### config.mk
export PLATFORM = sky130hd
export DESIGN_NAME = writeback_unit_flat
export DESIGN_NICKNAME = d
export VERILOG_FILES = /design/src/rtl/writeback_unit_if.sv /design/src/rtl/writeback_unit.sv /design/src/flat_wrapper.sv
export SDC_FILE = /design/constraint.sdc
export NUM_CORES = 1
export LEC_CHECK = 0
export BUFFER_PORTS_ARGS = -buffer_cell sky130_fd_sc_hd__buf_2
export CAP_MARGIN = 20
export CELL_PAD_IN_SITES_DETAIL_PLACEMENT = 1
export CELL_PAD_IN_SITES_GLOBAL_PLACEMENT = 1
export CORE_MARGIN = 3
export CORE_UTILIZATION = 36
export DETAILED_ROUTE_END_ITERATION = 12
export HOLD_SLACK_MARGIN = 0.06
export PLACE_DENSITY_LB_ADDON = 0.12
export SYNTH_ARGS = -nofsm -noshare
export SYNTH_HDL_FRONTEND = slang
export SYNTH_SLANG_ARGS = --single-unit
### constraint.sdc
create_clock -name clk -period 3.3 [get_ports clk]
set_clock_uncertainty 0.1 [all_clocks]
set_input_delay 0.165 -clock clk [delete_from_list [all_inputs] [get_ports clk]]
set_output_delay 0.165 -clock clk [all_outputs]
set_load 0.02 [all_outputs]
### src/rtl/writeback_unit_if.sv
// Execute-side, data-memory and register-file signals of the write-back stage.
// slave is the write-back unit's view; master is the surrounding pipeline/memory.
interface writeback_unit_if #(
  parameter int DATA_W = 32,
  parameter int REG_AW = 5
);
  logic              ex_valid;
  logic              ex_ready;
  logic              ex_reg_write;
  logic              ex_is_load;
  logic [REG_AW-1:0] ex_dest;
  logic [DATA_W-1:0] ex_alu_result;

  logic              mem_req;
  logic [DATA_W-1:0] mem_addr;
  logic              mem_gnt;
  logic              mem_rvalid;
  logic [DATA_W-1:0] mem_rdata;

  logic              wb_we;
  logic [REG_AW-1:0] wb_addr;
  logic [DATA_W-1:0] wb_data;
  logic              load_err;

  modport slave (
    input  ex_valid, ex_reg_write, ex_is_load, ex_dest, ex_alu_result,
    output ex_ready,
    output mem_req, mem_addr,
    input  mem_gnt, mem_rvalid, mem_rdata,
    output wb_we, wb_addr, wb_data, load_err
  );

  modport master (
    output ex_valid, ex_reg_write, ex_is_load, ex_dest, ex_alu_result,
    input  ex_ready,
    input  mem_req, mem_addr,
    output mem_gnt, mem_rvalid, mem_rdata,
    input  wb_we, wb_addr, wb_data, load_err
  );
endinterface

### src/rtl/writeback_unit.sv
// Final pipeline stage: writes ALU results directly, runs the data-memory load
// handshake (req/gnt then rvalid with timeout), and counts retired writes.
module writeback_unit #(
  parameter int DATA_W  = 32,
  parameter int REG_AW  = 5,
  parameter int TIMEOUT = 16,
  parameter int CNT_W   = 16
) (
  input  logic             clk,
  input  logic             reset,
  writeback_unit_if.slave  bus,
  output logic [CNT_W-1:0] retired_cnt
);
  localparam int TW = $clog2(TIMEOUT + 1);

  typedef enum logic [1:0] {IDLE, REQ, WAIT} state_t;

  state_t            state_reg, state_next;
  logic              wb_we_reg, wb_we_next;
  logic [REG_AW-1:0] wb_addr_reg, wb_addr_next;
  logic [DATA_W-1:0] wb_data_reg, wb_data_next;
  logic              mem_req_reg, mem_req_next;
  logic [DATA_W-1:0] mem_addr_reg, mem_addr_next;
  logic              load_err_reg, load_err_next;
  logic [CNT_W-1:0]  retired_reg, retired_next;
  logic [TW-1:0]     tmo_reg, tmo_next;
  logic [REG_AW-1:0] dest_reg, dest_next;
  logic              wflag_reg, wflag_next;

  always_ff @(posedge clk or posedge reset) begin
    if (reset) begin
      state_reg    <= IDLE;
      wb_we_reg    <= 1'b0;
      wb_addr_reg  <= '0;
      wb_data_reg  <= '0;
      mem_req_reg  <= 1'b0;
      mem_addr_reg <= '0;
      load_err_reg <= 1'b0;
      retired_reg  <= '0;
      tmo_reg      <= '0;
      dest_reg     <= '0;
      wflag_reg    <= 1'b0;
    end else begin
      state_reg    <= state_next;
      wb_we_reg    <= wb_we_next;
      wb_addr_reg  <= wb_addr_next;
      wb_data_reg  <= wb_data_next;
      mem_req_reg  <= mem_req_next;
      mem_addr_reg <= mem_addr_next;
      load_err_reg <= load_err_next;
      retired_reg  <= retired_next;
      tmo_reg      <= tmo_next;
      dest_reg     <= dest_next;
      wflag_reg    <= wflag_next;
    end
  end

  always_comb begin
    state_next    = state_reg;
    wb_we_next    = 1'b0;
    wb_addr_next  = wb_addr_reg;
    wb_data_next  = wb_data_reg;
    mem_req_next  = mem_req_reg;
    mem_addr_next = mem_addr_reg;
    load_err_next = 1'b0;
    retired_next  = retired_reg + CNT_W'(wb_we_reg);
    tmo_next      = tmo_reg;
    dest_next     = dest_reg;
    wflag_next    = wflag_reg;

    case (state_reg)
      IDLE: begin
        if (bus.ex_valid) begin
          if (!bus.ex_is_load) begin
            // Register 0 is hard-wired; addr/data only move on a real write.
            if (bus.ex_reg_write && (bus.ex_dest != '0)) begin
              wb_we_next   = 1'b1;
              wb_addr_next = bus.ex_dest;
              wb_data_next = bus.ex_alu_result;
            end
          end else begin
            dest_next     = bus.ex_dest;
            wflag_next    = bus.ex_reg_write && (bus.ex_dest != '0);
            mem_addr_next = bus.ex_alu_result;
            mem_req_next  = 1'b1;
            state_next    = REQ;
          end
        end
      end
      REQ: begin
        if (bus.mem_gnt) begin
          mem_req_next = 1'b0;
          tmo_next     = '0;
          state_next   = WAIT;
        end
      end
      WAIT: begin
        // Returned data takes priority over a timeout in the same cycle.
        if (bus.mem_rvalid) begin
          wb_we_next = wflag_reg;
          if (wflag_reg) begin
            wb_addr_next = dest_reg;
            wb_data_next = bus.mem_rdata;
          end
          state_next = IDLE;
        end else if (tmo_reg == TW'(TIMEOUT - 1)) begin
          load_err_next = 1'b1;
          tmo_next      = '0;
          state_next    = IDLE;
        end else begin
          tmo_next = tmo_reg + 1'b1;
        end
      end
      default: state_next = IDLE;
    endcase
  end

  assign bus.ex_ready = (state_reg == IDLE);
  assign bus.mem_req  = mem_req_reg;
  assign bus.mem_addr = mem_addr_reg;
  assign bus.wb_we    = wb_we_reg;
  assign bus.wb_addr  = wb_addr_reg;
  assign bus.wb_data  = wb_data_reg;
  assign bus.load_err = load_err_reg;
  assign retired_cnt  = retired_reg;
endmodule
### src/flat_wrapper.sv
// flat-port wrapper written by rule: the top's interface ports become plain ports
module writeback_unit_flat 
#(
  parameter int DATA_W  = 32,
  parameter int REG_AW  = 5,
  parameter int TIMEOUT = 16,
  parameter int CNT_W   = 16
)
  (clk, reset, retired_cnt, bus_ex_valid, bus_ex_reg_write, bus_ex_is_load, bus_ex_dest, bus_ex_alu_result, bus_ex_ready, bus_mem_req, bus_mem_addr, bus_mem_gnt, bus_mem_rvalid, bus_mem_rdata, bus_wb_we, bus_wb_addr, bus_wb_data, bus_load_err);
  writeback_unit_if #(.DATA_W(DATA_W), .REG_AW(REG_AW)) bus_i ();
  input  logic clk;
  input  logic reset;
  output logic [CNT_W-1:0] retired_cnt;
  input wire logic [$bits(bus_i.ex_valid)-1:0] bus_ex_valid;
  input wire logic [$bits(bus_i.ex_reg_write)-1:0] bus_ex_reg_write;
  input wire logic [$bits(bus_i.ex_is_load)-1:0] bus_ex_is_load;
  input wire logic [$bits(bus_i.ex_dest)-1:0] bus_ex_dest;
  input wire logic [$bits(bus_i.ex_alu_result)-1:0] bus_ex_alu_result;
  output wire logic [$bits(bus_i.ex_ready)-1:0] bus_ex_ready;
  output wire logic [$bits(bus_i.mem_req)-1:0] bus_mem_req;
  output wire logic [$bits(bus_i.mem_addr)-1:0] bus_mem_addr;
  input wire logic [$bits(bus_i.mem_gnt)-1:0] bus_mem_gnt;
  input wire logic [$bits(bus_i.mem_rvalid)-1:0] bus_mem_rvalid;
  input wire logic [$bits(bus_i.mem_rdata)-1:0] bus_mem_rdata;
  output wire logic [$bits(bus_i.wb_we)-1:0] bus_wb_we;
  output wire logic [$bits(bus_i.wb_addr)-1:0] bus_wb_addr;
  output wire logic [$bits(bus_i.wb_data)-1:0] bus_wb_data;
  output wire logic [$bits(bus_i.load_err)-1:0] bus_load_err;
  assign bus_i.ex_valid = bus_ex_valid;
  assign bus_i.ex_reg_write = bus_ex_reg_write;
  assign bus_i.ex_is_load = bus_ex_is_load;
  assign bus_i.ex_dest = bus_ex_dest;
  assign bus_i.ex_alu_result = bus_ex_alu_result;
  assign bus_ex_ready = bus_i.ex_ready;
  assign bus_mem_req = bus_i.mem_req;
  assign bus_mem_addr = bus_i.mem_addr;
  assign bus_i.mem_gnt = bus_mem_gnt;
  assign bus_i.mem_rvalid = bus_mem_rvalid;
  assign bus_i.mem_rdata = bus_mem_rdata;
  assign bus_wb_we = bus_i.wb_we;
  assign bus_wb_addr = bus_i.wb_addr;
  assign bus_wb_data = bus_i.wb_data;
  assign bus_load_err = bus_i.load_err;
  writeback_unit #(.DATA_W(DATA_W), .REG_AW(REG_AW), .TIMEOUT(TIMEOUT), .CNT_W(CNT_W)) u_core (.clk(clk), .reset(reset), .bus(bus_i), .retired_cnt(retired_cnt));
endmodule
Yosys cells after proc, flatten, opt, wreduce, memory -nomap -nowiden
Index checks and enable logic that the tools add are counted.
Operators by class
  add/subtract/negate cells: 2
  multipliers: 0
  divide/modulo/power cells: 0
  order comparisons: 0
  equality and inequality tests: 12
  shift operators: 0
  mux-type cells: 34
  bitwise logic cells: 0
  reductions and logical operators: 11
Operators by type and width (count)
  two-way mux 32 bit: 5
  one-hot mux 32 bit (2 select lines): 1
  two-way mux 5 bit: 8
  one-hot mux 5 bit (2 select lines): 2
  adder 16 x 1 -> 16 bit: 1
  != test 2 bit (second input constant): 6
  two-way mux 1 bit: 10
  two-way mux 2 bit: 5
  AND reduction 4 bit: 2
  one-hot mux 2 bit (3 select lines): 1
  AND reduction 3 bit: 2
  AND reduction 6 bit: 1
  nonzero test 2 bit: 3
  adder 5 x 1 -> 5 bit (second input constant): 1
  equality test 5 x 4 -> 1 bit (second input constant): 1
  nonzero test 5 bit: 1
  != test 2 x 1 -> 1 bit (second input constant): 2
  one-hot mux 1 bit (2 select lines): 2
  != test 3 x 2 -> 1 bit (second input constant): 1
  equality test 2 x 1 -> 1 bit (second input constant): 1
  equality test 2 bit (second input constant): 1
  logical NOT 2 bit: 1
  logical AND 1 bit: 1
Storage, ports and cells
  register bits after elaboration: 101
  latch bits: 0
  memory bits (writable): 0
  bits in read-only memories: 0
  input bits: 76
  output and inout port bits: 89
  logic and storage cells: 70
  memories: 0

Logic depth before layout (Yosys ltp)
  word-level depth: 6
  depth in mapped cells: 6
  depth with buffers taken out: 5

Worst setup path after synthesis
Ideal clock, no wire load.
  path kind: reg-to-reg
  from: register u_core.state_reg[0]
  to: register u_core.wb_data_reg[10], in the netlist u_core.bus.wb_data[10]
  library setup time: 125 ps
  data arrival time: 1733 ps
  data required time: 3075 ps
  path slack: 1341 ps
  stages on the path, launching flop included: 7
  path buffers: 2
  period minus slack after synthesis: 1959 ps
  path through: dfrtp_1 nor2_1 nand3b_1 o21ai_2 buf_6 buf_6 mux2_4
Between the ends
  word-level cells in the longest chain between the ends: 3
  elaborated cells on any way between the ends: 10
  classes of those cells: eq/ne: 6; mux: 1; reduce/logical: 3
RTL lines
  from (decl): RTL line writeback_unit.sv:18  | state_t state_reg, state_next;
  from (signal assigned): RTL line writeback_unit.sv:44  | state_reg <= state_next;
  logical NOT 2 bit *
  named net bus_ex_ready: RTL line flat_wrapper.sv:19  | output wire logic [$bits(bus_i.ex_ready)-1:0] bus_ex_ready;
  != test 2 x 1 -> 1 bit (no source line) (tied with other cells)
  AND reduction 6 bit (no source line)
  to (signal assigned): RTL line writeback_unit.sv:47  | wb_data_reg <= wb_data_next;
  to (decl): RTL line writeback_unit.sv:21  | logic [DATA_W-1:0] wb_data_reg, wb_data_next;
The timed path passes the listed nets; every way through them passes the cells marked *.
A chain may end at the register's enable or synchronous reset.

Final worst setup path
  from: input bus_ex_dest[2]
  to: register u_core.wb_data_reg[7], in the netlist u_core.bus.wb_data[7]
Between the ends
  word-level cells in the longest chain between the ends: 4
RTL lines
  from (decl): RTL line flat_wrapper.sv:17  | input wire logic [$bits(bus_i.ex_dest)-1:0] bus_ex_dest;
  nonzero test 5 bit: RTL line writeback_unit.sv:76  | if (bus.ex_reg_write && (bus.ex_dest != '0)) begin
  logical AND 1 bit: RTL line writeback_unit.sv:76
  != test 2 x 1 -> 1 bit (no source line)
  AND reduction 6 bit (no source line)
No other way between the ends.

==> impl_metrics.yaml <==
clocking:
  cts_root_buf: "clkbuf_16"
  cts.sinks: 101
  cts-resized-gates: 0
  path_clk_slew_ns: 0.07
  cts_setup_buffers: 0
  clk_latency_ns: 0.34
  cts_buffer_depth: 2
  numCtsBuffers: 9
  h-tree-depth: 3
  tritoncts: "yes"
routing:
  antenna_left: 0
  num_vias: 4011
  drc: 0
  dr.pass1.iters: 4
  drtIter0Drc: 145
  wl_um: 14000
  vias_per_cell: 4.66
  wl_per_cell_um: 16.2
placement:
  globalplace.congestion: 0.736
  port_buffers: 164
  dp_hpwl_um: 8840
global_route:
  grtUsageMet3: 0.0514
  first_global_vias: 4363
  gr-usage-all-layers: 0.208
  top_usage_layer: "met2"
  grt_first_pass_wirelength_um: 22100
  gr-usage-met2: 0.355
  grt_max_degree: 59
  grt-ovfl-total: 0
  use_met1: 0.256
  antenna_found_initial: 0
power:
  powerDensity_nw_per_um2: 758
  clock_power_share: 0.228
  p_int_mw: 3.09
  pwr-share-seq: 0.393
  power_frac_comb: 0.379
  leakage_nw: 3.47
  p_switching_mw: 1.83
  ir_drop_v: 0.000323
  swShare: 0.372
  finalPower_mw: 4.91
synthesis:
  synth-main-ff-cell: "dfrtp_1"
  synth.top_cell.area_share: 0.567
  synth_largest_area_cell: "dfrtp_1"
  synth_area_per_cell_sq_um: 9.73
  async_flop_share: 1.00
  yosysUniqueCellTypes: 32
  synth_nets: 537
  synth-seq-cells: 101
  synth_area_sq_um: 4460
  syn_inst: 458
  netlist_top_cells_area: "dfrtp_1 57%, nand2_1 19%, mux2_4 6.4%, mux2_2 4.5%, xnor2_1 2.4%"
  synth_edf_count: 0
  yosysWarnings: 0
  yosysSeqAreaShare: 0.567
worst_setup_path:
  cp.arrival_ns: 2.33
  start_kind: "input port"
  reg2reg_depth: 5
  reg2reg_from: "u_core.state_reg[0]"
  end_kind: "flop"
  reg2reg_to: "u_core.bus.wb_data[16]"
  reg2reg_setup_slack_ns: 1.11
  worstSetupPathType: "input port to flop"
  cp_max_fo: 26
  required_ns: 3.42
cells_and_area:
  nets: 767
  multiInputGateArea_sq_um: 1830
  layout_common_cells: "227 x nand2_1, 164 x buf_2, 101 x dfrtp_1"
  post_route_cells_drive_above_1_share: 0.329
  seq_area_sq_um: 2530
  diodes: 0
  fill_cells: 1394
  final_common_cell: "nand2_1"
  area_delta_synth_final_pct: 45.6
sta:
  clock.fmax_mhz: 454
  setup_tns_ns: 0
  tightestPinTransition_ns: 0.893
  fin_crit_ns: 2.20
  maxSlewHeadroom: 0.404
  rsz0062_at_grt: "no"
  slew_viol_final: 0
  hold_viol_final: 0
  period_share: 0.667
  hold_ws_ns: 0.0733
  setup_viol: 0
floorplanning:
  pin_count: 165
  die_w_um: 117
  row_count: 40
  die_h_um: 117
  core-area_sq_um: 12100
  dieArea_sq_um: 13700
  start_util: 0.369
min_path:
  min_from: "bus_mem_rdata[26]"
  hold_path_class: "input port to flop"
  holdPathStages: 4
  hold_path_end: "u_core.bus.wb_data[26]"
outcome:
  outcome: "completed"
flow_run:
  maxCapViolations: 0
==> stage by stage <==
step           setup WS (ns)  cell area (sq um)  cells   util
2_1_floorplan          0.388               4460    458      -
3_3_place_gp            1.25               5480    775  0.454
3_5_place_dp            1.14               5480    775  0.454
4_1_cts                 1.12               6490    861  0.538
5_1_grt                0.932               6490    861  0.538
6_report                1.10               6490    861  0.538
==> layout make-up <==
class / instances / share of cell area
Timing Repair Buffer: 240 / 0.245
Inverter: 6 / 0.00386
Clock buffer: 11 / 0.0359
Tap cell: 168 / 0.0324
Sequential cell: 101 / 0.390
Clock inverter: 5 / 0.0116
Multi-Input combinational cell: 330 / 0.281
==> cells by family (layout without fill, tap and decap cells) <==
family | Yosys count | after routing | share of synthesized area
compound gates | 14 | 14 | 0.0205
simple gates | 260 | 260 | 0.234
mux | 38 | 38 | 0.112
flops | 101 | 101 | 0.567
buf+inv | 27 | 262 | 0.0281
fa+ha+maj | 3 | 3 | 0.00843
xor+xnor | 15 | 15 | 0.0295
==> Yosys cell counts, types with 3 or more instances <==
cell,number
o21ai_0,5
nand2_1,227
mux2_4,19
nand3_1,11
dfrtp_1,101
buf_1,4
nand4_1,4
xor2_1,3
buf_6,3
mux2_2,18
xnor2_1,12
clkbuf_1,13
nor2_1,4
ha_1,3
inv_1,6
and3_1,4
==> critical path, cell delays in order <==
cell,delay (ns)
dlygate4sd3_1,0.57
buf_2,0.15
or4_1,0.52
o21ai_2,0.23
o21ai_4,0.15
buf_12,0.20
mux2_4,0.31
==> power by group through the flow <==
stage	sequential (mW)	clock, mW	combinational [mW]
5_1_grt	1.99	1.21	2.03
2_1_floorplan	2.40	0	0.655
3_5_place_dp	1.95	0	1.81
3_3_place_gp	1.93	0	1.77
4_1_cts	1.93	1.15	1.88
6_report	1.93	1.12	1.86
==> per-layer routing <==
layer / wire [um] / vias to the layer above
li1: - / 1926
met1: 6000 / 1966
met2: 7060 / 104
met3: 712 / 15
met4: 208 / 0
met5: 0 / -
==> what timing repair did <==
action / CTS / global route
setup endpoints to repair: 0 / 0
hold buffers: 70 / 0
endpoints found under the hold margin: 127 / 0
==> how the worst max path moves through the flow <==
stage	start	to	cells past startpoint	slack, ns
final	bus_ex_dest[2]	u_core.bus.wb_data[7]	7	1.10
after global routing	u_core.state_reg[0]	u_core.wflag_reg	4	0.93
after CTS	u_core.state_reg[0]	u_core.wflag_reg	4	1.12
after detailed placement	u_core.state_reg[0]	u_core.bus.wb_data[26]	5	1.14
after global placement	u_core.state_reg[0]	u_core.bus.wb_data[16]	5	1.25
after floorplan	reset	u_core.bus.load_err	1	0.39
No activity file was read; power rests on OpenSTA's default activity.
